--- src/rtl/vector_ctrl_pkg.sv ---
// Shared types for the vector issue controller: control bundle, opcode classes,
// ALU source-3 selects and the beat-count helper.
package vector_ctrl_pkg;

  typedef enum logic [1:0] {
    CTRL = 2'b00,
    MEM  = 2'b01,
    DATA = 2'b10
  } instr_type_e;

  localparam logic [1:0] SRC3_PC  = 2'b00;
  localparam logic [1:0] SRC3_REG = 2'b01;
  localparam logic [1:0] SRC3_IMM = 2'b10;
  localparam logic [1:0] SRC3_BR  = 2'b11;

  typedef struct packed {
    logic       jump_i;
    logic       jump_ci;
    logic       jump_cd;
    logic       mem_to_reg;
    logic       mem_write;
    logic       imm_src;
    logic       vector_op;
    logic       alu_src1;
    logic       alu_src2;
    logic       reg_v_write;
    logic       reg_s_write;
    logic [1:0] alu_op;
    logic [1:0] alu_src3;
  } ctrl_t;

  function automatic int unsigned beats_f(input int unsigned vlen, input int unsigned lanes);
    return (lanes == 0) ? 0 : vlen / lanes;
  endfunction

endpackage

--- src/rtl/ctrl_decode.sv ---
// Combinational opcode decoder: (type, func, imm, vector) -> control bundle plus legality.
module ctrl_decode
  import vector_ctrl_pkg::*;
(
  input  logic [1:0] instruction_type,
  input  logic [1:0] func,
  input  logic       imm,
  input  logic       vector,
  output ctrl_t      ctrl,
  output logic       legal
);

  always_comb begin
    ctrl  = '0;
    legal = 1'b0;
    case (instr_type_e'(instruction_type))
      CTRL: begin
        if (func == 2'b00 && !imm) begin
          legal         = 1'b1;
          ctrl.jump_ci  = 1'b1;
          ctrl.imm_src  = 1'b1;
          ctrl.alu_src3 = SRC3_BR;
        end else if (func == 2'b00 && imm) begin
          legal         = 1'b1;
          ctrl.jump_i   = 1'b1;
          ctrl.alu_src3 = SRC3_PC;
        end else if (func == 2'b01 && !imm) begin
          legal         = 1'b1;
          ctrl.jump_cd  = 1'b1;
          ctrl.imm_src  = 1'b1;
          ctrl.alu_src3 = SRC3_BR;
        end
      end
      MEM: begin
        if (func == 2'b00 || func == 2'b01) begin
          legal          = 1'b1;
          ctrl.imm_src   = 1'b1;
          ctrl.alu_src3  = SRC3_IMM;
          ctrl.alu_src1  = vector;
          ctrl.vector_op = vector;
          if (func == 2'b00) begin
            ctrl.mem_write = 1'b1;
          end else begin
            ctrl.mem_to_reg  = 1'b1;
            ctrl.reg_v_write = vector;
            ctrl.reg_s_write = !vector;
          end
        end
      end
      DATA: begin
        if (imm) begin
          // Immediate form is always scalar regardless of the vector flag.
          legal            = 1'b1;
          ctrl.imm_src     = 1'b1;
          ctrl.alu_src3    = SRC3_IMM;
          ctrl.reg_s_write = 1'b1;
          ctrl.alu_op      = func;
        end else if (func != 2'b11 && (func != 2'b10 || vector)) begin
          legal            = 1'b1;
          ctrl.alu_src3    = SRC3_REG;
          ctrl.alu_op      = func;
          ctrl.alu_src2    = vector;
          ctrl.vector_op   = vector;
          ctrl.reg_v_write = vector;
          ctrl.reg_s_write = !vector;
        end
      end
      default: ;
    endcase
  end

endmodule

--- src/rtl/vector_issue_ctrl.sv ---
// Decode-and-issue controller: registers the decoded bundle and splits vector ops into
// VLEN/LANES beats. Optional illegal-instruction trap beat under ILLEGAL_TRAP_EN.
module vector_issue_ctrl
  import vector_ctrl_pkg::*;
#(
  parameter int unsigned VLEN  = 16,
  parameter int unsigned LANES = 4
) (
  input  logic       clk,
  input  logic       rst,
  input  logic       flush,
  input  logic       in_valid,
  output logic       in_ready,
  input  logic [1:0] instruction_type,
  input  logic [1:0] func,
  input  logic       imm,
  input  logic       vector,
  output logic       out_valid,
  input  logic       out_ready,
  output logic       JumpI,
  output logic       JumpCI,
  output logic       JumpCD,
  output logic       MemToReg,
  output logic       MemWrite,
  output logic       ImmSrc,
  output logic       VectorOp,
  output logic       ALUSrc1,
  output logic       ALUSrc2,
  output logic       RegVWrite,
  output logic       RegSWrite,
  output logic [1:0] ALUOp,
  output logic [1:0] ALUSrc3,
  output logic [((beats_f(VLEN, LANES) > 1) ? $clog2(beats_f(VLEN, LANES)) : 1)-1:0] beat_idx,
  output logic [((VLEN > 1) ? $clog2(VLEN) : 1)-1:0] elem_base,
  output logic       last_beat
`ifdef ILLEGAL_TRAP_EN
  ,
  output logic       illegal,
  output logic       illegal_seen
`endif
);

  localparam int unsigned BEATS = beats_f(VLEN, LANES);
  localparam int unsigned BIW   = (BEATS > 1) ? $clog2(BEATS) : 1;
  localparam int unsigned EBW   = (VLEN > 1) ? $clog2(VLEN) : 1;

  if (LANES == 0 || VLEN % LANES != 0) begin : g_bad_cfg
    $error("vector_issue_ctrl: VLEN must be a non-zero multiple of LANES");
  end

  typedef enum logic {IDLE = 1'b0, ISSUE = 1'b1} state_e;

  state_e           state_q, state_d;
  ctrl_t            ctrl_q, ctrl_d;
  logic [BIW-1:0]   beat_q, beat_d;
  logic [EBW-1:0]   elem_q, elem_d;
  ctrl_t            dec_ctrl;
  logic             dec_legal;
  logic             fire;
  logic             accept;
`ifdef ILLEGAL_TRAP_EN
  logic             illegal_q, illegal_d;
  logic             seen_q, seen_d;
`endif

  ctrl_decode u_dec (
    .instruction_type(instruction_type),
    .func            (func),
    .imm             (imm),
    .vector          (vector),
    .ctrl            (dec_ctrl),
    .legal           (dec_legal)
  );

  assign out_valid = (state_q == ISSUE);
  assign last_beat = out_valid && (!ctrl_q.vector_op || beat_q == BIW'(BEATS - 1));
  assign in_ready  = !out_valid || (out_ready && last_beat);
  assign fire      = out_valid && out_ready;
  assign accept    = in_valid && in_ready && !flush;

  // Next-state: flush squashes everything, otherwise drain beats and reload on accept.
  always_comb begin
    state_d = state_q;
    ctrl_d  = ctrl_q;
    beat_d  = beat_q;
`ifdef ILLEGAL_TRAP_EN
    illegal_d = illegal_q;
    seen_d    = seen_q;
`endif
    if (flush) begin
      state_d = IDLE;
      ctrl_d  = '0;
      beat_d  = '0;
`ifdef ILLEGAL_TRAP_EN
      illegal_d = 1'b0;
`endif
    end else begin
      if (fire) begin
        if (last_beat) begin
          state_d = IDLE;
          ctrl_d  = '0;
          beat_d  = '0;
`ifdef ILLEGAL_TRAP_EN
          illegal_d = 1'b0;
`endif
        end else begin
          beat_d = beat_q + BIW'(1);
        end
      end
      if (accept) begin
`ifdef ILLEGAL_TRAP_EN
        state_d   = ISSUE;
        ctrl_d    = dec_legal ? dec_ctrl : '0;
        beat_d    = '0;
        illegal_d = !dec_legal;
        seen_d    = seen_q | !dec_legal;
`else
        if (dec_legal) begin
          state_d = ISSUE;
          ctrl_d  = dec_ctrl;
          beat_d  = '0;
        end
`endif
      end
    end
    elem_d = EBW'(beat_d * LANES);
  end

  always_ff @(posedge clk) begin
    if (rst) begin
      state_q <= IDLE;
      ctrl_q  <= '0;
      beat_q  <= '0;
      elem_q  <= '0;
`ifdef ILLEGAL_TRAP_EN
      illegal_q <= 1'b0;
      seen_q    <= 1'b0;
`endif
    end else begin
      state_q <= state_d;
      ctrl_q  <= ctrl_d;
      beat_q  <= beat_d;
      elem_q  <= elem_d;
`ifdef ILLEGAL_TRAP_EN
      illegal_q <= illegal_d;
      seen_q    <= seen_d;
`endif
    end
  end

  assign JumpI     = ctrl_q.jump_i;
  assign JumpCI    = ctrl_q.jump_ci;
  assign JumpCD    = ctrl_q.jump_cd;
  assign MemToReg  = ctrl_q.mem_to_reg;
  assign MemWrite  = ctrl_q.mem_write;
  assign ImmSrc    = ctrl_q.imm_src;
  assign VectorOp  = ctrl_q.vector_op;
  assign ALUSrc1   = ctrl_q.alu_src1;
  assign ALUSrc2   = ctrl_q.alu_src2;
  assign RegVWrite = ctrl_q.reg_v_write;
  assign RegSWrite = ctrl_q.reg_s_write;
  assign ALUOp     = ctrl_q.alu_op;
  assign ALUSrc3   = ctrl_q.alu_src3;
  assign beat_idx  = beat_q;
  assign elem_base = elem_q;
`ifdef ILLEGAL_TRAP_EN
  assign illegal      = illegal_q;
  assign illegal_seen = seen_q;
`endif

endmodule

--- config.mk ---
export PLATFORM = sky130hd
export DESIGN_NAME = vector_issue_ctrl
export DESIGN_NICKNAME = d
export VERILOG_FILES = /design/src/rtl/vector_ctrl_pkg.sv /design/src/rtl/ctrl_decode.sv /design/src/rtl/vector_issue_ctrl.sv
export SDC_FILE = /design/constraint.sdc
export NUM_CORES = 1
export LEC_CHECK = 0
export ABC_AREA = 0
export CORE_MARGIN = 4
export CORE_UTILIZATION = 40
export CTS_BUF_LIST = sky130_fd_sc_hd__clkbuf_4
export DETAILED_ROUTE_END_ITERATION = 6
export PLACE_DENSITY = 0.75
export SLEW_MARGIN = 20
export SYNTH_ARGS = -nofsm -noshare
export SYNTH_HDL_FRONTEND = slang
export SYNTH_SLANG_ARGS = --single-unit
--- constraint.sdc ---
create_clock -name clk -period 1.7 [get_ports clk]
set_clock_uncertainty 0.2 [all_clocks]
set_input_delay 0.17 -clock clk [delete_from_list [all_inputs] [get_ports clk]]
set_output_delay 0.17 -clock clk [all_outputs]
set_load 0.02 [all_outputs]
==> summary.md <==
| Metric | Value |
|---|---|
| Dominant cell type by area after synthesis | dfxtp_1 |
| Gr usage total | 17.61% |
| Fin nets | 186 |
| Total net switching power | 0.2198 mW |
| Grt ovf | 0 |
| Largest net degree at the start of global routing | 12 |
| Seq pwr share | 50.3% |
| Clock power share | 29.0% |
| Switch share | 26.26% |
| Flop2flop setup slack | -0.11 ns |
| Data arrival, critical path | 1.83 ns |
| HP Class | in2reg |
| Number of global-route vias before repair | 1,029 |
| RSZ-0062 raised after global routing | yes |
| Mapped Avg Cell Area | 9.213 um2 |
| Final cell count without fillers | 197 |
| Initial antenna violation count | 0 |
| Routed Antenna Nets | 0 |
| DR vias | 1,002 |
| Synth top area share | 35.56% |
| Mapped Area | 0.001013 mm2 |
| Antenna diodes | 0 |
| Layout cells sized above 1 | 34.32% |
| Root buf cell | clkbuf_4 |
| Area contributors post-synth | dfxtp_1 36%, mux2i_1 15%, nand2_1 7.4%, ha_1 6.2%, buf_4 3.0% |
| First-pass GRT wire length | 4643 um |
| Hold Vio Cnt, Final | 0 |
| Clk sink count | 18 |
| Post-placement cell count | 188 |
| Fmax | 553.6 MHz |
| Setup TNS | -1.265 ns |
| DRC Markers | 0 |
| Launch point of the worst path | elem_base[2] |
| Placer's final routability congestion estimate | 0.9188 |
| Endpoints failing setup | 18 |
| Last element of the critical path | MemToReg |
| Final hold slack | 0.1440 ns |
| # IOs | 35 |
| Cells on worst reg2reg path | 8 |
| Mapped Cells | 110 |
| DRT Pass-1 Iters | 4 |
| Seq/Total Area, Yosys | 35.56% |
| Final Max Slew Viols | 0 |
| Most frequent cells in the layout | 25 x buf_4, 20 x nand2_1, 18 x clkdlybuf4s50_1 |
| Kind of start point of the critical path | flop |
| Worst-skew pair later-pin latency | 0.30 ns |
| Die width | 58.34 um |
| Core area | 0.002318 mm2 |
| Initial core utilization | 43.71% |
| #FFs+latches synth | 18 |
| Worst reg2reg endpoint | MemToReg |
| Commonest non-fill, non-tap cell in the layout | buf_4 |
| Synth cell types | 34 |
| Yosys Warn Count | 0 |
| WL/cell | 14.44 um |
| Final WS setup | -0.1063 ns |
| Crit. End Element | flop |
| Path type of the worst setup path | reg2reg |
| Placed cell areas | 0.001585 mm2 |
| Max_cap viols | 0 |
| Design Area, Final | 0.001689 mm2 |
| Clock Path Buffers | 2 |
| Crit path required time | 1.72 ns |
| Final Cycle Share | 106.3% |
| Finished Core Util | 72.85% |
| Drt via density | 5.086 |
| H-tree levels | 1 |
| FP Rows | 17 |
| Max rail drop VDD | 0.0004485 V |
| Syn-to-layout area delta | 66.67% |
| Power share of the combinational group | 20.7% |
| HPWL after DPL | 2235 um |
| Cts hold-fix bufs | 0 |
| PwrDens | 495.5 mW/mm2 |
| Failing checks | setup timing |
| Starting DRT DRC Count | 20 |
| Die Area | 0.003403 mm2 |
| Die height | 58.34 um |
| Clk pin slew, worst setup/hold paths | 0.11 ns |
| Internal Pwr Total | 0.6172 mW |
| Num CTS Buffers | 3 |
| Fillers | 181 |
| Crit-path max FO | 6 |
| Reg2reg start | elem_base[2] |
| Crit path time final | 1.806 ns |
| Drt total wl | 2844 um |
| LEAKAGE | 0.7206 nW |
| Status | finished with violations |
| Port bufs | 32 |
| CTS tree | yes |
==> stage by stage <==
| stage | setup WS (ns) | power, mW |
|---|---|---|
| CTS | -0.07687 | 0.8305 |
| finish | -0.1063 | 0.8369 |
| detailed placement | -0.5683 | 0.5922 |
| global route | -0.2022 | 0.8896 |
| global placement | -0.4622 | 0.5892 |
| floorplan | 0.002094 | 0.5101 |
==> synthesized netlist by cell type <==
cell	n
nand2_1	20
dfxtp_1	18
mux2i_1	15
ha_1	5
inv_1	5
nand3_1	5
buf_4	4
o21ai_0	4
nand2b_1	3
nand4_1	3
a21boi_1	2
nor2b_1	2
nor3b_1	2
o2111ai_1	2
a2111oi_2	1
a211o_1	1
a22o_2	1
a311oi_2	1
and2_1	1
and2_2	1
and2b_2	1
and3_1	1
buf_12	1
buf_2	1
buf_6	1
clkbuf_1	1
conb_1	1
nor2_1	1
nor3_1	1
o211a_1	1
o21a_1	1
o21ai_2	1
or4_2	1
xor2_1	1
==> critical path, stage by stage (launching register included) <==
cell	delay, ns
dfxtp_4	0.37
ha_4	0.12
nand2b_4	0.13
a21boi_4	0.06
buf_6	0.12
a2111oi_4	0.20
buf_4	0.20
buf_12	0.13
mux2i_2	0.19
==> per-layer routing <==
metal  up-vias  global-route usage [%]  part of all wire, %
li1        497                       -                    -
met1       463                   22.03                   41
met2        37                   28.39                   49
met3         5                   5.044                  8.1
met4         0                   6.954                  1.0
met5         -                       0                    0
==> layout make-up <==
class                      count  area, um2  share of cell area, %
sequential                    18      367.9                  21.78
tap                           28      35.03                  2.074
clock buffer                   4      30.03                  1.778
timing repair buffer          62      575.6                  34.07
inverter                       5      18.77                  1.111
multi-input combinational     80      661.9                  39.19
==> flip-flops by register name (all words and copies together), names as in the netlist <==
register,count
ALUOp,2
VectorOp,1
JumpI,1
ImmSrc,1
elem_base,2
ALUSrc2,1
ALUSrc3,2
RegSWrite,1
ALUSrc1,1
MemToReg,1
JumpCI,1
RegVWrite,1
JumpCD,1
MemWrite,1
out_valid,1
==> repair_timing <==
item	CTS	global route
pin swaps	2	0
hold endpoints to repair	0	0
resized for setup	23	9
setup buffers	1	2
gates cloned	0	2
setup endpoints to repair	26	21
==> how the worst min path moves through the flow <==
stage                        from        to  slack (ns)  cells past startpoint
after floorplan           func[0]  MemToReg        0.12                      2
after global placement     JumpCI    JumpCI        0.24                      2
after detailed placement   ImmSrc    ImmSrc        0.25                      2
after CTS                 func[0]    JumpCD        0.14                      3
after global routing      func[0]    JumpCD        0.18                      3
final                     func[0]    JumpCD        0.14                      3
==> cells by family after synthesis <==
| logic type | count (synthesis) | synth area share (%) |
|---|---|---|
| buffers and inverters | 13 | 8.765 |
| xor gates and xnor gates | 1 | 0.8644 |
| DFF | 18 | 35.56 |
| other | 1 | 0.3700 |
| AOI/OAI and AO/OA | 15 | 12.59 |
| and+or+nand+nor | 42 | 20.86 |
| muxes | 15 | 14.81 |
| adders and majority gates | 5 | 6.173 |
==> power by group through the flow <==
stage	sequential, mW	clock (mW)	combinational (mW)
4_1_cts	0.421	0.249	0.160
3_5_place_dp	0.431	0	0.161
6_report	0.421	0.243	0.173
5_1_grt	0.422	0.282	0.186
3_3_place_gp	0.431	0	0.159
2_1_floorplan	0.433	0	0.0775
(Power assumes the default switching activity.)
